## src/rtl/ijtag_rst_pkg.sv

```systemverilog
// ijtag_rst_pkg
//   Shared types for the multi-channel IJTAG reset TDR.
//   - rst_mode_t   : 2-bit per-channel mode field as shifted in through the TDR
//   - chan_state_t : per-channel pulse sequencer state
package ijtag_rst_pkg;

  typedef enum logic [1:0] {
    MODE_FOLLOW  = 2'b00,
    MODE_FORCE   = 2'b01,
    MODE_RELEASE = 2'b10,
    MODE_PULSE   = 2'b11
  } rst_mode_t;

  typedef enum logic {
    CH_IDLE    = 1'b0,
    CH_PULSING = 1'b1
  } chan_state_t;

endpackage

```

## src/rtl/ijtag_reset_chan.sv

```systemverilog
// ijtag_reset_chan
//   One local reset channel: holds the mode latch and runs the self-timed
//   pulse down-counter. All state advances on the falling edge of ijtag_tck.
//
//   state      | meaning
//   CH_IDLE    | no pulse in progress; output set by mode latch / ijtag_reset
//   CH_PULSING | pulse in progress; output asserted, counter running
//
// Ports
//   ijtag_tck   in   1        TAP clock (negedge used)
//   ijtag_reset in   1        async active-high reset, also forces to_reset
//   upd         in   1        update strobe (ue & sel)
//   upd_mode    in   2        mode field from the shift register
//   upd_len     in   PULSE_W  pulse length from the shift register
//   to_reset    out  1        local reset, active-high
//   busy        out  1        high while a pulse is in progress
module ijtag_reset_chan
  import ijtag_rst_pkg::*;
#(
  parameter int PULSE_W = 4
) (
  input  logic               ijtag_tck,
  input  logic               ijtag_reset,
  input  logic               upd,
  input  rst_mode_t          upd_mode,
  input  logic [PULSE_W-1:0] upd_len,
  output logic               to_reset,
  output logic               busy
);

  localparam logic [PULSE_W-1:0] CNT_ONE = PULSE_W'(1);

  chan_state_t        state_q, state_d;
  rst_mode_t          mode_q, mode_d;
  logic [PULSE_W-1:0] cnt_q, cnt_d;

  always_ff @(negedge ijtag_tck or posedge ijtag_reset) begin
    if (ijtag_reset) begin
      state_q <= CH_IDLE;
      mode_q  <= MODE_FOLLOW;
      cnt_q   <= '0;
    end else begin
      state_q <= state_d;
      mode_q  <= mode_d;
      cnt_q   <= cnt_d;
    end
  end

  // An update always wins over counting, so a re-update restarts or aborts
  // a pulse on the same edge.
  always_comb begin
    state_d = state_q;
    mode_d  = mode_q;
    cnt_d   = cnt_q;
    if (upd) begin
      mode_d = upd_mode;
      if (upd_mode == MODE_PULSE) begin
        state_d = CH_PULSING;
        cnt_d   = (upd_len == '0) ? CNT_ONE : upd_len;
      end else begin
        state_d = CH_IDLE;
        cnt_d   = '0;
      end
    end else if (state_q == CH_PULSING) begin
      cnt_d = cnt_q - CNT_ONE;
      if (cnt_q == CNT_ONE) begin
        state_d = CH_IDLE;
        mode_d  = MODE_FOLLOW;
      end
    end
  end

  assign busy = (state_q == CH_PULSING);

  // FOLLOW and RELEASE both pass the external reset through.
  assign to_reset = ijtag_reset | busy | (mode_q == MODE_FORCE);

endmodule

```

## src/rtl/ijtag_multi_reset_tdr.sv

```systemverilog
// ijtag_multi_reset_tdr
//   IJTAG test data register driving NUM_CH independent local resets.
//   Shift layout {pulse_len, mode[NUM_CH-1] .. mode[0]}, bit 0 nearest so.
//   Capture returns {len_latch, stat[NUM_CH-1] .. stat[0]}, stat = {busy, to_reset}.
//
// Ports
//   ijtag_tck       in   1       TAP clock; shift/capture posedge, update negedge
//   ijtag_reset     in   1       async active-high reset
//   ijtag_sel       in   1       instrument select
//   ijtag_ce        in   1       capture enable
//   ijtag_se        in   1       shift enable
//   ijtag_ue        in   1       update enable
//   ijtag_si        in   1       scan in
//   ijtag_so        out  1       scan out, retimed on tck low phase
//   ijtag_to_reset  out  NUM_CH  local resets, active-high
module ijtag_multi_reset_tdr
  import ijtag_rst_pkg::*;
#(
  parameter int NUM_CH  = 4,
  parameter int PULSE_W = 4
) (
  input  logic              ijtag_tck,
  input  logic              ijtag_reset,
  input  logic              ijtag_sel,
  input  logic              ijtag_ce,
  input  logic              ijtag_se,
  input  logic              ijtag_ue,
  input  logic              ijtag_si,
  output logic              ijtag_so,
  output logic [NUM_CH-1:0] ijtag_to_reset
);

  localparam int SR_LEN = 2 * NUM_CH + PULSE_W;

  logic [SR_LEN-1:0]   sr;
  logic [SR_LEN-1:0]   cap_word;
  logic [2*NUM_CH-1:0] stat;
  logic [NUM_CH-1:0]   busy;
  logic [PULSE_W-1:0]  len_q;
  logic                upd;
  logic                so_q;

  assign upd      = ijtag_ue & ijtag_sel;
  assign cap_word = {len_q, stat};

  always_ff @(posedge ijtag_tck or posedge ijtag_reset) begin
    if (ijtag_reset) begin
      sr <= '0;
    end else if (ijtag_ce && ijtag_sel) begin
      sr <= cap_word;
    end else if (ijtag_se && ijtag_sel) begin
      sr <= {ijtag_si, sr[SR_LEN-1:1]};
    end
  end

  always_ff @(negedge ijtag_tck or posedge ijtag_reset) begin
    if (ijtag_reset) begin
      len_q <= '0;
    end else if (upd) begin
      len_q <= sr[SR_LEN-1 -: PULSE_W];
    end
  end

  // Retiming latch: the next TDR samples so on posedge, so present sr[0]
  // through the low phase and hold it across the high phase.
  always_latch begin
    if (ijtag_reset) begin
      so_q <= 1'b0;
    end else if (!ijtag_tck) begin
      so_q <= sr[0];
    end
  end

  assign ijtag_so = so_q;

  for (genvar g = 0; g < NUM_CH; g++) begin : g_chan
    ijtag_reset_chan #(
      .PULSE_W (PULSE_W)
    ) u_chan (
      .ijtag_tck   (ijtag_tck),
      .ijtag_reset (ijtag_reset),
      .upd         (upd),
      .upd_mode    (rst_mode_t'(sr[2*g +: 2])),
      .upd_len     (sr[SR_LEN-1 -: PULSE_W]),
      .to_reset    (ijtag_to_reset[g]),
      .busy        (busy[g])
    );
    assign stat[2*g +: 2] = {busy[g], ijtag_to_reset[g]};
  end

endmodule
```

## config.mk

```make
export PLATFORM = sky130hd
export DESIGN_NAME = ijtag_multi_reset_tdr
export DESIGN_NICKNAME = d
export VERILOG_FILES = /design/src/rtl/ijtag_rst_pkg.sv /design/src/rtl/ijtag_reset_chan.sv /design/src/rtl/ijtag_multi_reset_tdr.sv
export SDC_FILE = /design/constraint.sdc
export NUM_CORES = 1
export LEC_CHECK = 0
export CELL_PAD_IN_SITES_DETAIL_PLACEMENT = 1
export CELL_PAD_IN_SITES_GLOBAL_PLACEMENT = 1
export CORE_AREA = 2 2 94 96
export DETAILED_ROUTE_END_ITERATION = 8
export DIE_AREA = 0 0 96 98
export PLACE_DENSITY = 0.66
export SYNTH_ARGS = -nofsm -noshare
export SYNTH_HDL_FRONTEND = slang
export SYNTH_SLANG_ARGS = --single-unit
```

## constraint.sdc

```tcl
create_clock -name ijtag_tck -period 1.33 [get_ports ijtag_tck]
set_input_delay 0.1995 -clock ijtag_tck [delete_from_list [all_inputs] [get_ports ijtag_tck]]
set_output_delay 0.1995 -clock ijtag_tck [all_outputs]
set_load 0.005 [all_outputs]
```

==> results.py <==
metrics = {
    "floorplan": {
        "die_w_um": 96,
        "ios": 12,
        "rows": 34,
        "core_um2": 8470,
        "die_h_um": 98,
        "die-area_um2": 9410,
        "start_util": 0.291,
    },
    "timing": {
        "slew_viol_final": 0,
        "slew_headroom": 0.666,
        "fin_ws_ns": -0.676,
        "worst_pin_slew_ns": 0.497,
        "setup_viol": 49,
        "setup_tns_ns": -14.47,
        "rsz0062_at_grt": "true",
        "hold_viol": 0,
        "skew_ns": 0.0332,
    },
    "final_layout": {
        "fin_nets": 385,
        "stdcell_area_um2": 3960,
        "fillers": 931,
        "n_antenna_cell": 0,
        "synthToLayoutAreaGrowth_pct": 60.6,
        "drive_gt1_frac": 0.555,
    },
    "power": {
        "p_int_uw": 3700,
        "combPwrFrac": 0.436,
        "net-switching-power_uw": 2000,
        "clkPwrFrac": 0.223,
        "p_leak_uw": 0.00181,
        "p_total_uw": 5710,
        "p_sw_frac": 0.351,
        "pwr_density_cell_nw_per_um2": 1440,
        "share_seq_of_total_power": 0.342,
        "ir_drop_mv": 0.652,
    },
    "global_route": {
        "grt_max_degree": 30,
        "grt_pass1_vias": 2580,
        "grt.total_usage": 0.182,
        "antenna_found_initial": 0,
        "grt_pass1_wl_um": 13000,
        "overflow": 0,
    },
    "yosys": {
        "yosysTopAreaCell": "dfrtn_1",
        "yosysUniqueCellTypes": 32,
        "synth-main-ff-cell": "dfrtn_1",
        "synth.most_common_cell": "nand2_1",
        "synthArstFlopShare": 0.978,
        "synthCells": 269,
        "synth-edff-count": 0,
        "synth_top_cells_by_count": "nand2_1, dfrtn_1, nor3_1",
        "synthTopCellsByArea": "dfrtn_1, dfrtp_1, nand2_1",
        "synth_top_area_frac": 0.325,
        "syn_area_um2": 2460,
        "syn_area_per_cell_um2": 9.16,
        "synth_fp_nets": 284,
        "synth-warning-count": 0,
        "yosys_register_bits": 45,
    },
    "worst_setup_path": {
        "r2r-start": "g_chan[0].u_chan.mode_q[0]",
        "cp-end-kind": "output pin",
        "rr_endpoint": "sr[0]",
        "start_kind": "register",
        "crit_required_ns": 1.13,
        "slowest_stage": "dfrtn_1",
        "max_stage_delay_ns": 0.42,
        "cp_num_buf_inv": 1,
        "crit_type": "register to output pin",
        "path_max_fanout": 2,
        "r2r_setup_slack_ns": -0.43,
        "arrival_ns": 1.81,
        "crit_chain": "nand2b_4, nand2_2, buf_2",
        "crit_family": "flip-flops",
        "r2r_cells": 4,
    },
    "placed_design": {
        "dpl.hpwl_um": 5070,
        "port_buffers": 11,
        "placed_area_um2": 3190,
        "gp_congestion": 0.802,
        "dp_slack_ns": -0.978,
    },
    "route": {
        "wire_per_inst_um": 17.9,
        "route.vias.total": 2459,
        "drc": 0,
        "drtPass1Iterations": 4,
        "via_per_inst": 5.13,
        "wirelength_um": 8560,
        "ant_nets": 0,
        "drtIter0Drc": 89,
    },
    "clock_network": {
        "cts_tree": "yes",
        "path_clk_slew_ns": 0.06,
        "cts_hold_buf": 0,
        "insertion_delay_ns": 0.41,
    },
    "min_path": {
        "holdPathStages": 4,
        "hp-class": "primary input to clock gate",
        "hold_path.startpoint": "ijtag_reset",
    },
    "outcome": {
        "status": "complete, but fails checks",
        "violations": "setup timing",
    },
    "job": {
        "cap_violations": 0,
    },
}
-- cell usage in the layout, fill, tap and decap left out, types with 4 or more instances in the layout --
| cell | instances |
|---|---|
| nand3_1 | 8 |
| nand2b_4 | 4 |
| nand4bb_1 | 4 |
| buf_4 | 71 |
| a31o_1 | 4 |
| clkbuf_8 | 10 |
| a32oi_1 | 6 |
| o21ai_2 | 5 |
| buf_6 | 27 |
| inv_1 | 8 |
| inv_4 | 4 |
| o22a_1 | 4 |
| nor2_1 | 15 |
| nor3_1 | 14 |
| a22o_1 | 6 |
| ha_1 | 8 |
| or2_2 | 4 |
| nand2_2 | 13 |
| nor3_2 | 6 |
| nand3_2 | 4 |
| nand2_1 | 32 |
| buf_2 | 5 |
| clkdlybuf4s50_1 | 4 |
| dfrtn_1 | 32 |
| dfrtp_1 | 11 |
| a211oi_2 | 7 |
| a31o_4 | 4 |
| a22oi_2 | 9 |
| and4_4 | 4 |
-- metrics by stage --
stage / utilization / hold WS (ns) / cells
finish: 0.467 / 0.0648 / 479
global placement: 0.377 / 0.423 / 430
floorplan: - / 0.0113 / 269
CTS: 0.430 / 0.0764 / 459
detailed placement: 0.377 / 0.431 / 430
global route: 0.467 / 0.111 / 479
-- tightest hold or removal path, cell delays in order --
cell and delay (ns):
clkdlybuf4s50_1 0.42, buf_4 0.17, clkinvlp_4 0.10, buf_4 0.21
-- logic make-up after synthesis --
kind of cell | Yosys count | synth area share
AND/OR/NAND/NOR | 117 | 0.228
adder cells (fa/ha/maj) | 8 | 0.0406
AO/OA/AOI/OAI | 61 | 0.197
buffers and inverters | 38 | 0.0818
latches | 1 | 0.00609
flip-flops | 44 | 0.447
-- worst max-delay path by stage --
stage | start | to | slack [ns] | cells after the start
2_1_floorplan | sr[2] | g_chan[1].u_chan.cnt_q[3] | -0.39 | 4
3_3_place_gp | ijtag_ue | g_chan[2].u_chan.cnt_q[0] | -0.96 | 5
3_5_place_dp | ijtag_ue | g_chan[1].u_chan.cnt_q[0] | -0.98 | 5
4_1_cts | g_chan[3].u_chan.mode_q[1] | ijtag_to_reset[3] | -0.68 | 3
5_1_grt | g_chan[1].u_chan.mode_q[1] | ijtag_to_reset[1] | -0.72 | 3
6_report | g_chan[0].u_chan.mode_q[1] | ijtag_to_reset[0] | -0.68 | 3
-- final cells by class --
| class | instances | area (um^2) | area share |
|---|---|---|---|
| Sequential cell | 45 | 1120 | 0.282 |
| Timing Repair Buffer | 112 | 985 | 0.249 |
| Multi-Input combinational cell | 188 | 1510 | 0.381 |
| Clock buffer | 12 | 145 | 0.0367 |
| Tap cell | 108 | 135 | 0.0341 |
| Inverter | 14 | 66.3 | 0.0168 |
-- registers in the layout, summed over array words and instances, names as in the netlist --
| signal | flops |
|---|---|
| sr | 12 |
| ijtag_so | 1 |
| g_chan.u_chan.cnt_q | 16 |
| g_chan.u_chan.mode_q | 8 |
| g_chan.u_chan.busy | 4 |
| len_q | 4 |
-- layer usage --
metal | global-route usage | wire (um) | up-vias
met5 | 0 | 0 | -
met4 | 0.0890 | 195 | 0
met3 | 0.0332 | 260 | 18
met2 | 0.289 | 4450 | 49
met1 | 0.234 | 3660 | 1242
li1 | - | - | 1150
-- power groups by stage --
stage / clock (uW) / sequential [uW] / combinational [uW]
global placement: 6.19 / 1890 / 1780
CTS: 1290 / 1910 / 2100
floorplan: 6.22 / 1900 / 1100
global route: 1360 / 1990 / 2690
finish: 1270 / 1950 / 2490
detailed placement: 6.19 / 1910 / 1830
-- what timing repair did --
action | in CTS | in global routing
cloned | 3 | 1
pin swaps | 29 | 18
endpoints found under the setup margin | 49 | 49
setup buffers | 19 | 22
resized for setup | 88 | 43
(Power assumes the default switching activity.)
